[config.mk]
export PLATFORM = sky130hd
export DESIGN_NAME = sat_counter
export DESIGN_NICKNAME = d
export VERILOG_FILES = /design/src/rtl/sat_counter.sv
export SDC_FILE = /design/constraint.sdc
export NUM_CORES = 1
export LEC_CHECK = 0
export ABC_AREA = 1
export CORE_AREA = 2 2 39 41
export DETAILED_ROUTE_END_ITERATION = 6
export DIE_AREA = 0 0 41 43
export PLACE_DENSITY_LB_ADDON = 0.1
export SETUP_SLACK_MARGIN = 0.4
export SLEW_MARGIN = 20
export SYNTH_ARGS = -nofsm -noshare
export SYNTH_HDL_FRONTEND = slang
export SYNTH_SLANG_ARGS = --single-unit
[constraint.sdc]
create_clock -name clk -period 2.86 [get_ports clk]
set_input_delay 0.286 -clock clk [delete_from_list [all_inputs] [get_ports clk]]
set_output_delay 0.286 -clock clk [all_outputs]
set_load 0.02 [all_outputs]
[src/rtl/sat_counter.sv]
// Saturating event counter with synchronous clear; clear has priority over increment.
module sat_counter #(
  parameter int ECW = 8
) (
  input  logic           clk,
  input  logic           reset,
  input  logic           inc,
  input  logic           clr,
  output logic [ECW-1:0] count
);

  logic [ECW-1:0] count_q;
  logic [ECW-1:0] count_d;

  always_comb begin
    count_d = count_q;
    if (clr) begin
      count_d = '0;
    end else if (inc && (count_q != {ECW{1'b1}})) begin
      count_d = count_q + 1'b1;
    end
  end

  always_ff @(posedge clk or negedge reset) begin
    if (!reset) begin
      count_q <= '0;
    end else begin
      count_q <= count_d;
    end
  end

  assign count = count_q;

endmodule

; ---- Yosys cells after proc, flatten, opt, wreduce, memory -nomap -nowiden
; Cells that the tools add are included.
[op_classes]
addsub = 1
eq_ne = 1
muxes = 2
reduce_logical = 2
[ops]
columns = operator, n
row1 = $mux W8, 2
row2 = $add A8 B1 Y8 const B, 1
row3 = $ne A8 B8 Y1 const B, 1
row4 = $reduce_bool A2 Y1, 1
row5 = $logic_and A1 B1 Y1, 1
[word_totals]
register_bits = 8

; ---- Logic depth before layout (Yosys ltp)
; Gate-level depths: netlist (run 1).
[depth]
ltp_word = 4
ltp_mapped = 9
mapped_depth_nobuf = 9

; ---- Worst setup path before layout (run 1)
; OpenSTA, ideal clock, no wires.
[synth_timing]
path_type = register to register
from = register count_q[0] (netlist: count[0])
to = register count_q[7] (netlist: count[7])
setup_time_ns = 0.113
t_arrival_ns = 1.250
t_required_ns = 2.747
setup_slack_ns = 1.497
stages_incl_launch_ff = 8
n_path_buf = 0
path_cell_list = dfrtp_1 ha_1 nand2_2 nor2_2 a21oi_1 nand3_1 nand2_1 inv_1
[synth_between]
elab_chain_len = 3
word_cells_on_any_way = 6
cone_classes = add/sub (1) / eq/ne (1) / mux (2) / reduce/logical (2)
[synth_lines]
columns = element, line
row1 = from (decl), 12  ; logic [ECW-1:0] count_q;
row2 = from (signal assigned), 28  ; count_q <= count_d;
row3 = $add A8 B1 Y8 or $ne A8 B8 Y1 (tied branches), "20, 19"
row4 = $mux W8 or $logic_and A1 B1 Y1 (tied branches), 19  ; end else if (inc && (count_q != {ECW{1'b1}})) begin
row5 = $mux W8 or $reduce_bool A2 Y1 (tied branches), -
; Several ways; a longest one is shown, not always the timed one. The select of a mux whose other input is x is not followed.
; A chain may end at the register's enable or synchronous reset.

; ---- Worst setup path after layout (run 1)
[layout_timing]
from = register count_q[5] (netlist: count[5])
to = output count[5]
[layout_rtl]
columns = element, line
row1 = to (decl), 9  ; output logic [ECW-1:0] count
; No word-level cell between the ends.

==> impl_metrics.py, run 1 <==
metrics = {
    "yosys": {
        "synth.avg_cell_area_um2": 6.92,
        "synthSimpleGateAreaFrac": 0.399,
        "synth_mux_area_frac": 0,
        "synth_common_cells": "nand2_1, inv_1, nand3_1, dfrtp_1, nor2_1",
        "ys_ff_latch": 8,
        "syn-num-nets": 79,
        "synth_area_um2": 512,
        "synth_most_common_cell": "nand2_1",
        "netlist.area_leader.share": 0.391,
        "synth_top_family_by_area": "simple AND/OR/NAND/NOR gates",
        "synth_compound_area_frac": 0.0954,
        "synth_area_leader_cell": "dfrtp_1",
        "synthDistinctLibCells": 15,
        "synth_adder_area_share": 0.0244,
        "ys_async_sr_fraction": 1.00,
        "synth-main-ff-cell": "dfrtp_1",
        "synth-xor-area-share": 0,
        "synth_warnings": 0,
        "synth.area.top_cells": "dfrtp_1, nand2_1, nand3_1, inv_1, a21oi_1",
        "syn_inst": 74,
        "synth_edf_count": 0,
        "ys_seq_area_frac": 0.391,
    },
    "power_and_ir_drop": {
        "totalPowerFinal_w": 0.000251,
        "ir_worst_vdd_v": 0.000220,
        "p_leak_nw": 0.314,
        "power.density_nw_per_um2": 378,
    },
    "layout": {
        "final_cells": 104,
        "nets": 95,
        "final_area_um2": 664,
        "drive_above_1_share": 0.114,
        "antenna_cells": 0,
        "final_core_util": 0.480,
        "fill_cells": 145,
        "area_growth_pct": 29.8,
        "largest_reg_flops": 8,
    },
    "floorplan": {
        "die_w_um": 41,
        "die_area_um2": 1760,
        "initial_core_util": 0.370,
        "num_io_pins": 12,
        "dieHeight_um": 43,
        "core_region_area_um2": 1380,
        "placementRows": 14,
    },
    "worst_setup_path": {
        "slowest_delay_ns": 0.64,
        "start_kind": "register",
        "crit_required_ns": 2.57,
        "worstSetupPathType": "reg2out",
        "crit_slowest_cell": "clkdlybuf4s50_1",
        "path_cells": "clkdlybuf4s50_1",
        "path_max_fanout": 7,
        "cp.depth": 1,
        "critical_path_buf_inv_count": 1,
        "critPathTopFamily": "buffers and inverters",
        "rr_worst_depth": 7,
        "crit_path_end_kind": "output pin",
        "arrival_ns": 1.34,
    },
    "place": {
        "numPortBuffers": 11,
        "place.detailed.hpwl_um": 857,
        "placed_cells": 101,
        "place_congestion": 0.772,
        "dpl_cell_area_um2": 642,
    },
    "timing": {
        "tightest_slew_ns": 0.373,
        "tns_ns": 0,
        "finalCriticalPeriod_ns": 1.62,
        "slew_viol_final": 0,
        "grt_setup_unrepaired": "false",
        "fmax_mhz": 616,
        "worst_slew_margin_rel": 0.751,
        "fin_crit_sh": 0.567,
        "hold_viol": 0,
        "timing.clock.skew_ns": 0.000849,
        "setup_viol": 0,
    },
    "routing": {
        "first_pass_iters": 4,
        "totalWireLength_um": 1100,
        "routed-via-count": 496,
        "ant_nets": 0,
        "drc_errors": 0,
        "post_drt_via_cell_ratio": 4.77,
        "drt_first_iter_violations": 10,
        "wl_per_cell_um": 10.6,
    },
    "global_routing": {
        "grt_max_degree": 9,
        "grt_pass1_wl_um": 1900,
        "antenna_found_initial": 0,
        "grt_overflow": 0,
        "grt_use_total": 0.166,
        "grt_pass1_vias": 445,
    },
    "clock_tree": {
        "cts.path.max_buffers": 2,
        "cts_setup_buffers": 0,
        "cts_resized": 0,
        "clk_pin_slew_worst_paths_ns": 0.05,
        "cts_tree": "done",
        "ctsHoldBuffers": 0,
        "htreeDepth": 1,
        "cts_made_buffers": 3,
        "clk_latency_ns": 0.25,
        "clock-root-buffer": "clkbuf_4",
        "cts.sinks": 8,
    },
    "hold_path": {
        "hold_class": "in2async",
    },
    "job": {
        "max_cap_violations": 0,
    },
    "run_status": {
        "outcome": "finished, final reports clean",
    },
}
==> metal layers <==
layer	vias to the layer above	part of all wire	track usage
met5	-	0	0
met4	0	0.018	0.120
met3	4	0.050	0.0314
met2	13	0.42	0.197
met1	217	0.51	0.255
li1	262	-	-
==> cells by family (layout without fill, tap and decap cells) <==
kind of cell,count (synthesis),count (layout)
buffers and inverters,11,25
adders and majority gates,1,1
AOI/OAI and AO/OA,8,8
DFF,8,8
and+or+nand+nor,46,46
==> stage by stage <==
| step | setup slack, ns | hold WS [ns] |
|---|---|---|
| floorplan | 1.50 | -0.00959 |
| global placement | 1.34 | 0.537 |
| detailed placement | 1.34 | 0.539 |
| CTS | 1.22 | 0.325 |
| global route | 1.18 | 0.343 |
| finish | 1.24 | 0.321 |
==> final timing paths <==
check | startpoint | slack, ns | to
min in group clk | count[1] | 0.55 | count[1]
max in group asynchronous | reset | 2.27 | count[0]
worst max register to register | count[0] | 1.43 | count[7]
worst min-delay path | reset | 0.32 | count[7]
worst min register to register | count[1] | 0.55 | count[1]
worst max-delay path | count[5] | 1.24 | count[5]
==> area by class of cell <==
| class | instances | area (um^2) | share of cell area |
|---|---|---|---|
| multi-input combinational | 55 | 265 | 0.399 |
| sequential | 8 | 200 | 0.301 |
| timing repair buffer | 11 | 110 | 0.166 |
| inverter | 11 | 46.3 | 0.0697 |
| clock buffer | 3 | 22.5 | 0.0339 |
| tap | 16 | 20.0 | 0.0301 |
==> cells in the final DEF, fill, tap and decap left out <==
master | Yosys | final
a21oi_2 | 1 | 1
clkinv_4 | 1 | 1
o21bai_1 | 2 | 2
dfrtp_1 | 8 | 8
nand2_2 | 2 | 2
clkbuf_4 | 0 | 3
ha_1 | 1 | 1
nand2_4 | 1 | 1
nor2_2 | 2 | 2
nand2_1 | 25 | 25
o21ai_1 | 1 | 1
nand3_1 | 9 | 9
a21oi_1 | 4 | 4
nor2_1 | 5 | 5
nor3_1 | 2 | 2
clkdlybuf4s50_1 | 0 | 11
inv_1 | 10 | 10
==> power by group <==
| group | switching, W | internal (W) | leakage (nW) |
|---|---|---|---|
| Clock | 0.0000347 | 0.0000478 | 0.0138 |
| Sequential | 0.00000663 | 0.000118 | 0.108 |
| Combinational | 0.0000245 | 0.0000194 | 0.192 |
| Total | 0.0000658 | 0.000186 | 0.314 |
(Power assumes the default switching activity.)
==> inputs of run 2 (changes only) <==
==> constraint.sdc (replaced) <==
create_clock -name clk -period 1.6 [get_ports clk]
set_input_delay 0.16 -clock clk [delete_from_list [all_inputs] [get_ports clk]]
set_output_delay 0.16 -clock clk [all_outputs]
set_load 0.02 [all_outputs]
==> run 2 against run 1 <==
Utilization grew 4.6 points; die area stayed put; critical path type is now reg2reg; largest cell class unchanged; largest power group unchanged; clock power increased by 99%; non-clock buffer count up 2.
==> impl_metrics.py, run 2 (same netlist as run 1, synthesis figures left out) <==
metrics = {
    "timing": {
        "fin_crit_sh": 0.792,
        "fmax_mhz": 790,
        "worst_slew_margin_rel": 0.762,
        "fin_ws_ns": 0.333,
        "grt_setup_unrepaired": "true",
        "setup_viol": 0,
        "tightest_slew_ns": 0.356,
        "slew_viol_final": 0,
        "finalCriticalPeriod_ns": 1.27,
        "tns_ns": 0,
        "timing.clock.skew_ns": 0.00212,
        "hold_viol": 0,
    },
    "layout": {
        "antenna_cells": 0,
        "final_cell_mix": "nand2_1, inv_1, nand3_1, nand2_2, dfrtp_1",
        "largest_reg_flops": 8,
        "fill_cells": 145,
        "layout_commonest_cell": "nand2_1",
        "drive_above_1_share": 0.308,
        "nets": 97,
        "area_growth_pct": 42.3,
        "final_core_util": 0.526,
    },
    "job": {
        "max_cap_violations": 0,
    },
    "place": {
        "numPortBuffers": 11,
        "place.detailed.hpwl_um": 919,
        "place_congestion": 0.803,
        "post-place-ws_ns": 0.280,
    },
    "routing": {
        "drc_errors": 0,
        "routed-via-count": 520,
        "post_drt_via_cell_ratio": 4.86,
        "drt_first_iter_violations": 8,
        "ant_nets": 0,
        "totalWireLength_um": 1180,
        "wl_per_cell_um": 11.0,
        "first_pass_iters": 4,
    },
    "clock_tree": {
        "cts_made_buffers": 3,
        "cts.sinks": 8,
        "cts.path.max_buffers": 2,
        "clk_pin_slew_worst_paths_ns": 0.05,
        "clock-root-buffer": "clkbuf_4",
        "clk_latency_ns": 0.25,
        "cts_tree": "done",
        "htreeDepth": 1,
        "ctsHoldBuffers": 0,
    },
    "worst_setup_path": {
        "worstSetupPathType": "reg2reg",
        "crit_path_end_kind": "register",
        "r2r_end": "count[3]",
        "start_kind": "register",
        "crit_required_ns": 1.74,
        "path_max_fanout": 6,
        "rr_worst_depth": 9,
        "rrSetupSlack_ns": 0.33,
        "r2r-start": "count[1]",
        "arrival_ns": 1.41,
    },
    "global_routing": {
        "grt_pass1_wl_um": 1910,
        "grt_pass1_vias": 472,
        "grt_max_degree": 9,
        "grt_use_total": 0.169,
        "grt_overflow": 0,
        "antenna_found_initial": 0,
    },
    "floorplan": {
        "die_w_um": 41,
        "core_region_area_um2": 1380,
        "dieHeight_um": 43,
        "placementRows": 14,
        "initial_core_util": 0.370,
        "num_io_pins": 12,
        "die_area_um2": 1760,
    },
    "run_status": {
        "outcome": "finished, final reports clean",
    },
    "power_and_ir_drop": {
        "p_leak_nw": 0.357,
        "power.density_nw_per_um2": 653,
        "ir_worst_vdd_v": 0.000538,
    },
    "hold_path": {
        "hold_class": "in2async",
    },
}
run 2: metal layers:
metal / wire length (um) / global-route usage
met1: 552 / 0.215
met2: 543 / 0.228
met4: 34 / 0.140
met3: 47 / 0.0419
met5: 0 / 0
run 2: what timing repair did:
item | 4_1_cts | 5_1_grt
endpoints found under the setup margin | 16 | 13
buffers inserted | 1 | 1
pin swaps | 4 | 3
resized for setup | 17 | 10
run 2: power by group:
| part | internal [W] | switching [W] | leakage (nW) |
|---|---|---|---|
| sequential | 0.000212 | 0.0000138 | 0.104 |
| clock | 0.0000954 | 0.0000687 | 0.0150 |
| combinational | 0.0000376 | 0.0000479 | 0.238 |
| total | 0.000345 | 0.000130 | 0.357 |
run 2: layout make-up:
cell class | count | area, um^2 | area share
flip-flops and latches | 8 | 204 | 0.280
clock buffers | 4 | 26.3 | 0.0361
well taps | 16 | 20.0 | 0.0275
inverters | 11 | 46.3 | 0.0636
multi-input cells | 55 | 319 | 0.438
repair buffers | 13 | 113 | 0.155
run 2: worst max-delay path: stages, from the launching register on:
cell and delay [ns]:
dfrtp_2 0.43, ha_4 0.18, nand2_4 0.09, nor2_4 0.05, nand2_2 0.06, nand2_2 0.06, nand2_4 0.10, clkinv_4 0.08
nand2_1 0.06, nand2_1 0.05
run 2: how the worst max path moves through the flow:
stage | start | end | slack, ns | cells past startpoint
after global placement | clr | count[1] | 0.30 | 6
after floorplan | count[1] | count[3] | 0.35 | 9
after CTS | count[1] | count[7] | 0.32 | 7
final | count[1] | count[3] | 0.33 | 9
after detailed placement | clr | count[4] | 0.28 | 6
after global routing | count[1] | count[4] | 0.25 | 9
run 2: metrics by stage:
step           area [um^2]  total power [W]  cells  hold WS (ns)
2_1_floorplan          536         0.000271     74        -0.136
3_3_place_gp           666         0.000312    101         0.457
3_5_place_dp           666         0.000312    101         0.460
4_1_cts                709         0.000479    106         0.181
5_1_grt                728         0.000502    107         0.200
6_report               728         0.000476    107         0.181
==> inputs of run 3 (changes only) <==
==> constraint.sdc (replaced) <==
create_clock -name clk -period 1.3 [get_ports clk]
set_input_delay 0.13 -clock clk [delete_from_list [all_inputs] [get_ports clk]]
set_output_delay 0.13 -clock clk [all_outputs]
set_load 0.02 [all_outputs]
==> run 3 against run 2 <==
Register-to-register slack got worse by 0.31 ns; via count rose by 4.4%; non-clock buffer count increased by 7; clock skew down 0.00070 ns; final area is 7.6% higher.
==> impl_metrics.py, run 3 (same netlist as run 1, synthesis figures left out) <==
metrics = {
    "power_and_ir_drop": {
        "p_leak_nw": 0.390,
        "power.density_nw_per_um2": 800,
        "ir_worst_vdd_v": 0.000494,
        "totalPowerFinal_w": 0.000627,
    },
    "timing": {
        "fmax_mhz": 782,
        "tightest_slew_ns": 0.423,
        "slew_viol_final": 0,
        "worst_slew_margin_rel": 0.717,
        "fin_ws_ns": 0.0217,
        "hold_viol": 0,
        "grt_setup_unrepaired": "true",
        "setup_viol": 0,
        "finalCriticalPeriod_ns": 1.28,
        "fin_crit_sh": 0.983,
        "timing.clock.skew_ns": 0.00142,
    },
    "worst_setup_path": {
        "crit_path_end_kind": "register",
        "r2r-start": "count[1]",
        "arrival_ns": 1.43,
        "path_max_fanout": 6,
        "worstSetupPathType": "reg2reg",
        "crit_path_start": "count[1]",
        "start_kind": "register",
        "crit_required_ns": 1.45,
    },
    "clock_tree": {
        "cts.path.max_buffers": 2,
        "clock-root-buffer": "clkbuf_4",
        "clk_pin_slew_worst_paths_ns": 0.06,
        "cts_made_buffers": 3,
        "clk_latency_ns": 0.26,
        "cts_tree": "done",
        "htreeDepth": 1,
        "cts.sinks": 8,
    },
    "job": {
        "max_cap_violations": 0,
    },
    "layout": {
        "layout_commonest_cell": "nand2_1",
        "nets": 104,
        "antenna_cells": 0,
        "area_growth_pct": 53.1,
        "ff_latch_area_um2": 205,
        "multiInputGateArea_um2": 314,
        "final_area_um2": 783,
        "final_cells": 114,
        "fill_cells": 140,
        "drive_above_1_share": 0.398,
        "final_cell_mix": "nand2_1, inv_1, buf_4, nand3_1, nand2_2",
        "largest_reg_flops": 8,
    },
    "routing": {
        "drc_errors": 0,
        "wl_per_cell_um": 11.8,
        "drt_first_iter_violations": 10,
        "post_drt_via_cell_ratio": 4.76,
        "routed-via-count": 543,
        "ant_nets": 0,
        "first_pass_iters": 4,
        "totalWireLength_um": 1340,
    },
    "global_routing": {
        "grt_use_total": 0.177,
        "grt_max_degree": 9,
        "grt_pass1_vias": 482,
        "antenna_found_initial": 0,
        "grt_overflow": 0,
        "grt_pass1_wl_um": 2080,
    },
    "floorplan": {
        "core_region_area_um2": 1380,
        "num_io_pins": 12,
        "die_area_um2": 1760,
        "initial_core_util": 0.370,
        "dieHeight_um": 43,
        "die_w_um": 41,
        "placementRows": 14,
    },
    "place": {
        "post-place-ws_ns": 0.0285,
        "numPortBuffers": 11,
        "place.detailed.hpwl_um": 868,
        "placed_cells": 102,
        "place_congestion": 0.815,
        "dpl_cell_area_um2": 673,
    },
    "hold_path": {
        "hold_class": "in2async",
    },
    "run_status": {
        "outcome": "finished, final reports clean",
    },
}
## run 3: per-stage QoR
step	setup TNS (ns)	hold WS [ns]	utilization
2_1_floorplan	0	-0.166	-
3_3_place_gp	0	0.453	0.486
3_5_place_dp	0	0.459	0.486
4_1_cts	0	0.175	0.534
5_1_grt	-0.207	0.197	0.566
6_report	0	0.170	0.566
## run 3: repair_timing
item / CTS / global route
gates resized for setup: 36 / 17
endpoints found under the setup margin: 16 / 16
hold buffers: 0 / 0
hold endpoints to repair: 0 / 0
buffers inserted: 6 / 2
pin swaps: 4 / 2
## run 3: critical path: stages, from the launching register on
cell,delay (ns)
dfrtp_2,0.44
ha_4,0.18
nand2_4,0.08
nor2_4,0.04
nand2_1,0.07
nand2_2,0.06
nand2_4,0.10
clkinv_4,0.08
nand2_2,0.07
nand2_2,0.04
## run 3: path summary, 6_finish.rpt
path	endpoint	slack [ns]	cells after the start
hold / removal	count[2]	0.17	1
setup reg to reg	count[1]	0.02	9
hold reg to reg	count[4]	0.55	2
min in group clk	count[4]	0.55	2
max in group asynchronous	count[0]	0.81	1
setup / recovery	count[1]	0.02	9
## run 3: cell type report
type / count / area share
inverters: 11 / 0.0591
well taps: 16 / 0.0256
repair buffers: 20 / 0.219
clock buffers: 4 / 0.0335
multi-input cells: 55 / 0.401
flip-flops and latches: 8 / 0.262
## run 3: report_power, final
part	internal (W)	switching [W]	total, W
Sequential	0.000261	0.0000167	0.000278
Clock	0.000118	0.000100	0.000219
Combinational	0.0000628	0.0000669	0.000130
## run 3: metal layers
layer / GRT usage / up-vias / routed length, um
li1: - / 282 / -
met1: 0.241 / 246 / 640
met2: 0.259 / 13 / 617
met3: 0.0524 / 2 / 71
met4: 0.0600 / 0 / 10
met5: 0 / - / 0
